--- config.mk ---
export PLATFORM = sky130hd
export DESIGN_NAME = bumpy_collision_detector
export DESIGN_NICKNAME = d
export VERILOG_FILES = /design/src/rtl/bumpy_collision_detector.sv
export SDC_FILE = /design/constraint.sdc
export NUM_CORES = 1
export LEC_CHECK = 0
export CAP_MARGIN = 15
export CORE_MARGIN = 5
export CORE_UTILIZATION = 30
export CTS_CLUSTER_DIAMETER = 120
export DETAILED_ROUTE_END_ITERATION = 8
export HOLD_SLACK_MARGIN = 0.08
export SYNTH_ARGS = -nofsm -noshare
export SYNTH_HDL_FRONTEND = slang
export SYNTH_SLANG_ARGS = --single-unit
export TNS_END_PERCENT = 100
--- constraint.sdc ---
create_clock -name clk -period 4.4 [get_ports clk]
set_input_delay 0.44 -clock clk [delete_from_list [all_inputs] [get_ports clk]]
set_output_delay 0.44 -clock clk [all_outputs]
set_load 0.01 [all_outputs]
--- src/rtl/bumpy_collision_detector.sv ---
// bumpy_collision_detector
//
// Per-frame collision detector for the Bumpy game. It watches the brick-wall
// drawing request together with the ball drawing request and the ball's
// in-sprite offsets, pixel by pixel. Across each VGA frame it accumulates:
//   - the overlap pixel count (saturating),
//   - the OR of the edge bands that were hit, and
//   - the position of the first overlapping pixel.
// At every start of frame it publishes one collision report.
//
// Parameters:
//   BALL_WIDTH, BALL_HEIGHT  ball sprite size in pixels
//   EDGE_MARGIN              depth of each edge band used for direction
//   MIN_OVERLAP              overlap pixels needed before a collision is reported
//   COUNT_WIDTH              width of the saturating overlap counter
//
// Ports:
//   clk, resetN              clock; synchronous active-low reset
//   startOfFrame             one-cycle pulse on the first pixel of a frame
//   pixelX, pixelY           current pixel position
//   brick_drawingRequest     wall pixel present (already aligned with the ball)
//   ball_drawingRequest      ball pixel present
//   ballOffsetX/Y            pixel offset inside the ball sprite
//   collision                one-cycle report pulse (count >= MIN_OVERLAP)
//   collision_dir            {top, bottom, left, right} bands of reported frame
//   overlap_count            overlap pixels in the reported frame
//   hitPixelX/Y              first overlap position in the reported frame
module bumpy_collision_detector #(
  parameter int BALL_WIDTH  = 32,
  parameter int BALL_HEIGHT = 32,
  parameter int EDGE_MARGIN = 4,
  parameter int MIN_OVERLAP = 3,
  parameter int COUNT_WIDTH = 16
) (
  input  logic                   clk,
  input  logic                   resetN,
  input  logic                   startOfFrame,
  input  logic [10:0]            pixelX,
  input  logic [10:0]            pixelY,
  input  logic                   brick_drawingRequest,
  input  logic                   ball_drawingRequest,
  input  logic [10:0]            ballOffsetX,
  input  logic [10:0]            ballOffsetY,
  output logic                   collision,
  output logic [3:0]             collision_dir,
  output logic [COUNT_WIDTH-1:0] overlap_count,
  output logic [10:0]            hitPixelX,
  output logic [10:0]            hitPixelY
);

  localparam logic [10:0] LOW_EDGE    = 11'(EDGE_MARGIN);
  localparam logic [10:0] BOTTOM_EDGE = 11'(BALL_HEIGHT - EDGE_MARGIN);
  localparam logic [10:0] RIGHT_EDGE  = 11'(BALL_WIDTH - EDGE_MARGIN);
  localparam logic [COUNT_WIDTH-1:0] MIN_CNT = COUNT_WIDTH'(MIN_OVERLAP);

  typedef enum logic [1:0] {
    WAIT_SOF,
    ACCUM,
    REPORT
  } state_t;

  state_t state, next_state;

  logic                   overlap;
  logic [3:0]             pix_dir;
  logic                   latch;

  logic [COUNT_WIDTH-1:0] acc_count;
  logic [3:0]             acc_dir;
  logic                   acc_first;
  logic [10:0]            acc_hit_x;
  logic [10:0]            acc_hit_y;

  assign overlap = brick_drawingRequest && ball_drawingRequest;

  // Edge bands of the current pixel; a corner pixel sets two bits.
  assign pix_dir = {ballOffsetY < LOW_EDGE,
                    ballOffsetY >= BOTTOM_EDGE,
                    ballOffsetX < LOW_EDGE,
                    ballOffsetX >= RIGHT_EDGE};

  // A report is latched only when a full frame has been observed.
  assign latch = startOfFrame && (state != WAIT_SOF);

  always_comb begin
    next_state = state;
    case (state)
      WAIT_SOF: if (startOfFrame) next_state = ACCUM;
      ACCUM:    if (startOfFrame) next_state = REPORT;
      REPORT:   next_state = startOfFrame ? REPORT : ACCUM;
      default:  next_state = WAIT_SOF;
    endcase
  end

  // The pulse is derived from the latched count, so it tracks exactly the
  // cycle after each latch and needs no extra pulse register.
  always_comb begin
    collision = (state == REPORT) && (overlap_count >= MIN_CNT);
  end

  always_ff @(posedge clk) begin
    if (!resetN) begin
      state         <= WAIT_SOF;
      acc_count     <= '0;
      acc_dir       <= '0;
      acc_first     <= 1'b0;
      acc_hit_x     <= '0;
      acc_hit_y     <= '0;
      collision_dir <= '0;
      overlap_count <= '0;
      hitPixelX     <= '0;
      hitPixelY     <= '0;
    end else begin
      state <= next_state;

      // On SOF the accumulators restart with this pixel as the first pixel
      // of the new frame, so an overlap here never leaks into the report.
      if (startOfFrame) begin
        acc_count <= overlap ? COUNT_WIDTH'(1) : '0;
        acc_dir   <= overlap ? pix_dir : '0;
        acc_first <= overlap;
        acc_hit_x <= overlap ? pixelX : '0;
        acc_hit_y <= overlap ? pixelY : '0;
      end else if (overlap && (state != WAIT_SOF)) begin
        if (acc_count != '1) begin
          acc_count <= acc_count + COUNT_WIDTH'(1);
        end
        acc_dir <= acc_dir | pix_dir;
        if (!acc_first) begin
          acc_first <= 1'b1;
          acc_hit_x <= pixelX;
          acc_hit_y <= pixelY;
        end
      end

      if (latch) begin
        overlap_count <= acc_count;
        collision_dir <= (acc_count >= MIN_CNT) ? acc_dir : '0;
        hitPixelX     <= acc_hit_x;
        hitPixelY     <= acc_hit_y;
      end
    end
  end

endmodule

==> results.yml <==
sta:
  final.setup.worst_slack_ns: 1.758
  rsz0062_at_grt: "false"
  worst-slew-pin-transition_ns: 1.092
  final.min_clock_period_ns: 2.642
  setup_viol: 0
  setup_total_negative_slack_ns: 0
  hold_slack_ns: 0.4609
  fin_crit_sh: 0.6004
  fmax_ghz: 0.3786
  fin_worst_skew_ns: 0.005834
  total_count_of_max_transition_violations_in_the_final_report: 0
  timing_hold_violations_final: 0
  slew_headroom: 0.2719
cts:
  numCtsBuffers: 9
  postCtsSetupBuffers: 0
  ctsLongestPathBuffers: 2
  clock_tree_from_tritoncts: "yes"
  worst_skew_pair.late_latency_ns: 0.34
  clk_transition_reported_paths_ns: 0.06
  clock_tree.root_cell: "sky130_fd_sc_hd__clkbuf_16"
  holdBufCountCts: 0
  post_cts.resized_instances: 0
  cts_max_level: 3
  cts.sink_count: 87
grt:
  first_global_vias: 3039
  antenna_found_initial: 0
  pin_count_of_the_biggest_net_entering_global_routing: 73
  grt_first_pass_wirelength_microns: 15280
  grt-ovfl-total: 0
  globalRouteTotalUtil: 0.1292
setup_path:
  critical_path_class: "primary input to flop"
  path_buf_inv: 2
  reg2reg_setup_slack_ns: 2.40
  crit_path_end_kind: "flop"
  cp_cell_sequence: "clkdlybuf4s50_1 -> inv_1 -> a21oi_2 -> a22oi_1 -> nor2b_1"
  critPathTopFamily: "buffers and inverters"
  worstPathArrival_ns: 2.91
  critPathRequiredTime_ns: 4.67
  crit_path_max_incr_delay_ns: 0.91
  worst_setup_path_start_kind: "primary input"
  critPathMaxFanout: 22
  critPathSlowestCell: "sky130_fd_sc_hd__a21oi_2"
synthesis:
  synth_cell_type_count: 44
  post_synth_main_area_contributors: "sky130_fd_sc_hd__dfxtp_1 48%, sky130_fd_sc_hd__nand2_1 10%, sky130_fd_sc_hd__a21boi_0 7.9%"
  synth_nets: 461
  syn_area_per_cell_sq_um: 8.816
  synth_top_cell_by_area: "sky130_fd_sc_hd__dfxtp_1"
  synth_top_cell_area_share: 0.4807
  portion_of_netlist_area_occupied_by_mux_cells: 0.01381
  synth_simple_gate_area_share: 0.2206
  combinational_family_with_the_most_area_after_synthesis: "compound AO/OA/AOI/OAI gates"
  number_of_enable_flip_flop_cells_after_synthesis: 0
  postSynth.asyncResetShare: 0
  synth_flop_cell: "sky130_fd_sc_hd__dfxtp_1"
  yosys.area_share.adder: 0.003453
  synthesis.area_sq_um: 3623
  synth_warnings: 0
  gate_count_after_technology_mapping: 411
  yosys_register_bits: 87
  synth-seq-area-share: 0.4807
  synth_compound_area_frac: 0.2383
  synth_xor_xnor_area_share: 0.002417
status:
  outcome: "finished clean"
layout:
  layout_common_cells: "99 x sky130_fd_sc_hd__nand2_1, 87 x sky130_fd_sc_hd__dfxtp_1, 86 x sky130_fd_sc_hd__clkdlybuf4s50_1, 38 x sky130_fd_sc_hd__a21boi_0"
  post_layout_nonfiller_instances: 633
  fin_area_sq_um: 4911
  layout.cells.most_common: "sky130_fd_sc_hd__nand2_1"
  drive_above_1_share: 0.06379
  num_antenna_cells: 0
  areaGrowthSynthToFinish_pct: 35.53
  fin_nets: 531
power:
  power_per_cell_area_nw_per_um2: 352.2
  irDropWorstVdd_v: 0.0001782
  cellLeakagePower_nw: 1.616
flow_run:
  cap_violations: 0
routing:
  wl_microns: 9213
  detailroute.via_count: 3145
  route.detailed.drc: 0
  detail_route.vias_per_cell: 4.968
  final_antenna_net_count: 0
  detail_route.iter0.violations: 204
  drt-wirelength-per-cell_microns: 14.55
  drt_pre_antenna_iters: 4
place:
  detailedPlacementHpwl_microns: 6335
  final_weighted_congestion_in_routability_driven_placement: 0.8077
  dp_slack_ns: 1.450
  buffer_ports.inserted: 87
  post_dp_cell_area_sq_um: 4577
  numPlacedInstances: 616
floorplanning:
  floorplan.die_area_sq_um: 14380
  chipWidth_microns: 119.9
  die_height_microns: 119.9
  floorplan.rows: 40
  starting_density_of_the_core: 0.3042
  io-pin-count: 92
  placeableCoreArea_sq_um: 11910
worst_hold_path:
  timing.hold.worst.class: "flop to flop"
==> worst paths after layout <==
kind	depth (start not counted)	from	endpoint
setup / recovery	5	startOfFrame	acc_hit_x[1]
hold / removal	2	acc_dir[2]	acc_dir[2]
setup reg to reg	4	state[1]	acc_hit_x[1]
hold reg to reg	2	acc_dir[2]	acc_dir[2]
==> cells in the mapped netlist (2+ instances only) <==
master / number
sky130_fd_sc_hd__or4_1: 5
sky130_fd_sc_hd__nand2b_1: 6
sky130_fd_sc_hd__and4_4: 3
sky130_fd_sc_hd__a21boi_0: 38
sky130_fd_sc_hd__o21ai_0: 13
sky130_fd_sc_hd__a32o_1: 4
sky130_fd_sc_hd__o31ai_1: 3
sky130_fd_sc_hd__nor4_1: 8
sky130_fd_sc_hd__nand2_1: 99
sky130_fd_sc_hd__nand3_1: 4
sky130_fd_sc_hd__clkbuf_1: 16
sky130_fd_sc_hd__nor2b_1: 22
sky130_fd_sc_hd__a22oi_1: 22
sky130_fd_sc_hd__a21oi_1: 10
sky130_fd_sc_hd__inv_1: 2
sky130_fd_sc_hd__a31oi_1: 5
sky130_fd_sc_hd__mux2i_1: 5
sky130_fd_sc_hd__nor2_1: 7
sky130_fd_sc_hd__buf_2: 16
sky130_fd_sc_hd__a2111o_1: 2
sky130_fd_sc_hd__a211oi_1: 5
sky130_fd_sc_hd__and3_1: 5
sky130_fd_sc_hd__dfxtp_1: 87
sky130_fd_sc_hd__a41o_1: 2
sky130_fd_sc_hd__nand4_1: 3
==> layer usage <==
| layer | vias up | routed length (microns) | global-route usage |
|---|---|---|---|
| met5 | - | 0 | 0 |
| met4 | 0 | 86 | 0.04223 |
| met3 | 6 | 534 | 0.03723 |
| met2 | 65 | 4049 | 0.2023 |
| met1 | 1478 | 4543 | 0.1712 |
| li1 | 1596 | - | - |
==> worst register-to-register path: stages, from the launching register on <==
cell	delay, ns
sky130_fd_sc_hd__dfxtp_1	0.40
sky130_fd_sc_hd__o211a_2	0.37
sky130_fd_sc_hd__a21oi_2	0.82
sky130_fd_sc_hd__a22oi_1	0.15
sky130_fd_sc_hd__nor2b_1	0.19
==> state kept, by name (all words and copies together) (netlist names) <==
name and count:
acc_hit_x 11, hitPixelX 11, state 2, acc_hit_y 11, acc_first 1, acc_dir 4, acc_count 16, hitPixelY 11
collision_dir 4, overlap_count 16
==> cell families (layout without fill, tap and decap cells) <==
family | count (synthesis) | count (layout)
buf+inv | 34 | 109
simple gates | 167 | 167
flops | 87 | 87
compound gates | 116 | 116
xor+xnor | 1 | 1
fa+ha+maj | 1 | 1
mux | 5 | 5
==> through the flow <==
step                      power [W]    util
after global routing       0.001799  0.4123
final                      0.001730  0.4123
after detailed placement  0.0009712  0.3842
after CTS                  0.001744  0.4100
after global placement    0.0009702  0.3842
after floorplan           0.0009025       -
==> area by class of cell <==
cell class / count / area (sq um)
fill: 1201 / 7000
multi-input combinational: 290 / 1755
sequential: 87 / 1742
timing repair buffer: 91 / 915.9
clock buffer: 10 / 239.0
tap: 147 / 183.9
clock inverter: 6 / 67.56
inverter: 2 / 7.507
==> power breakdown <==
part,total [W],switching (W),internal [W]
clock,0.000772,0.000315,0.000457
sequential,0.000812,0.0000111,0.000801
combinational,0.000146,0.0000745,0.0000713
total,0.00173,0.000400,0.00133
Note: power is estimated with default switching activity, not from simulation.
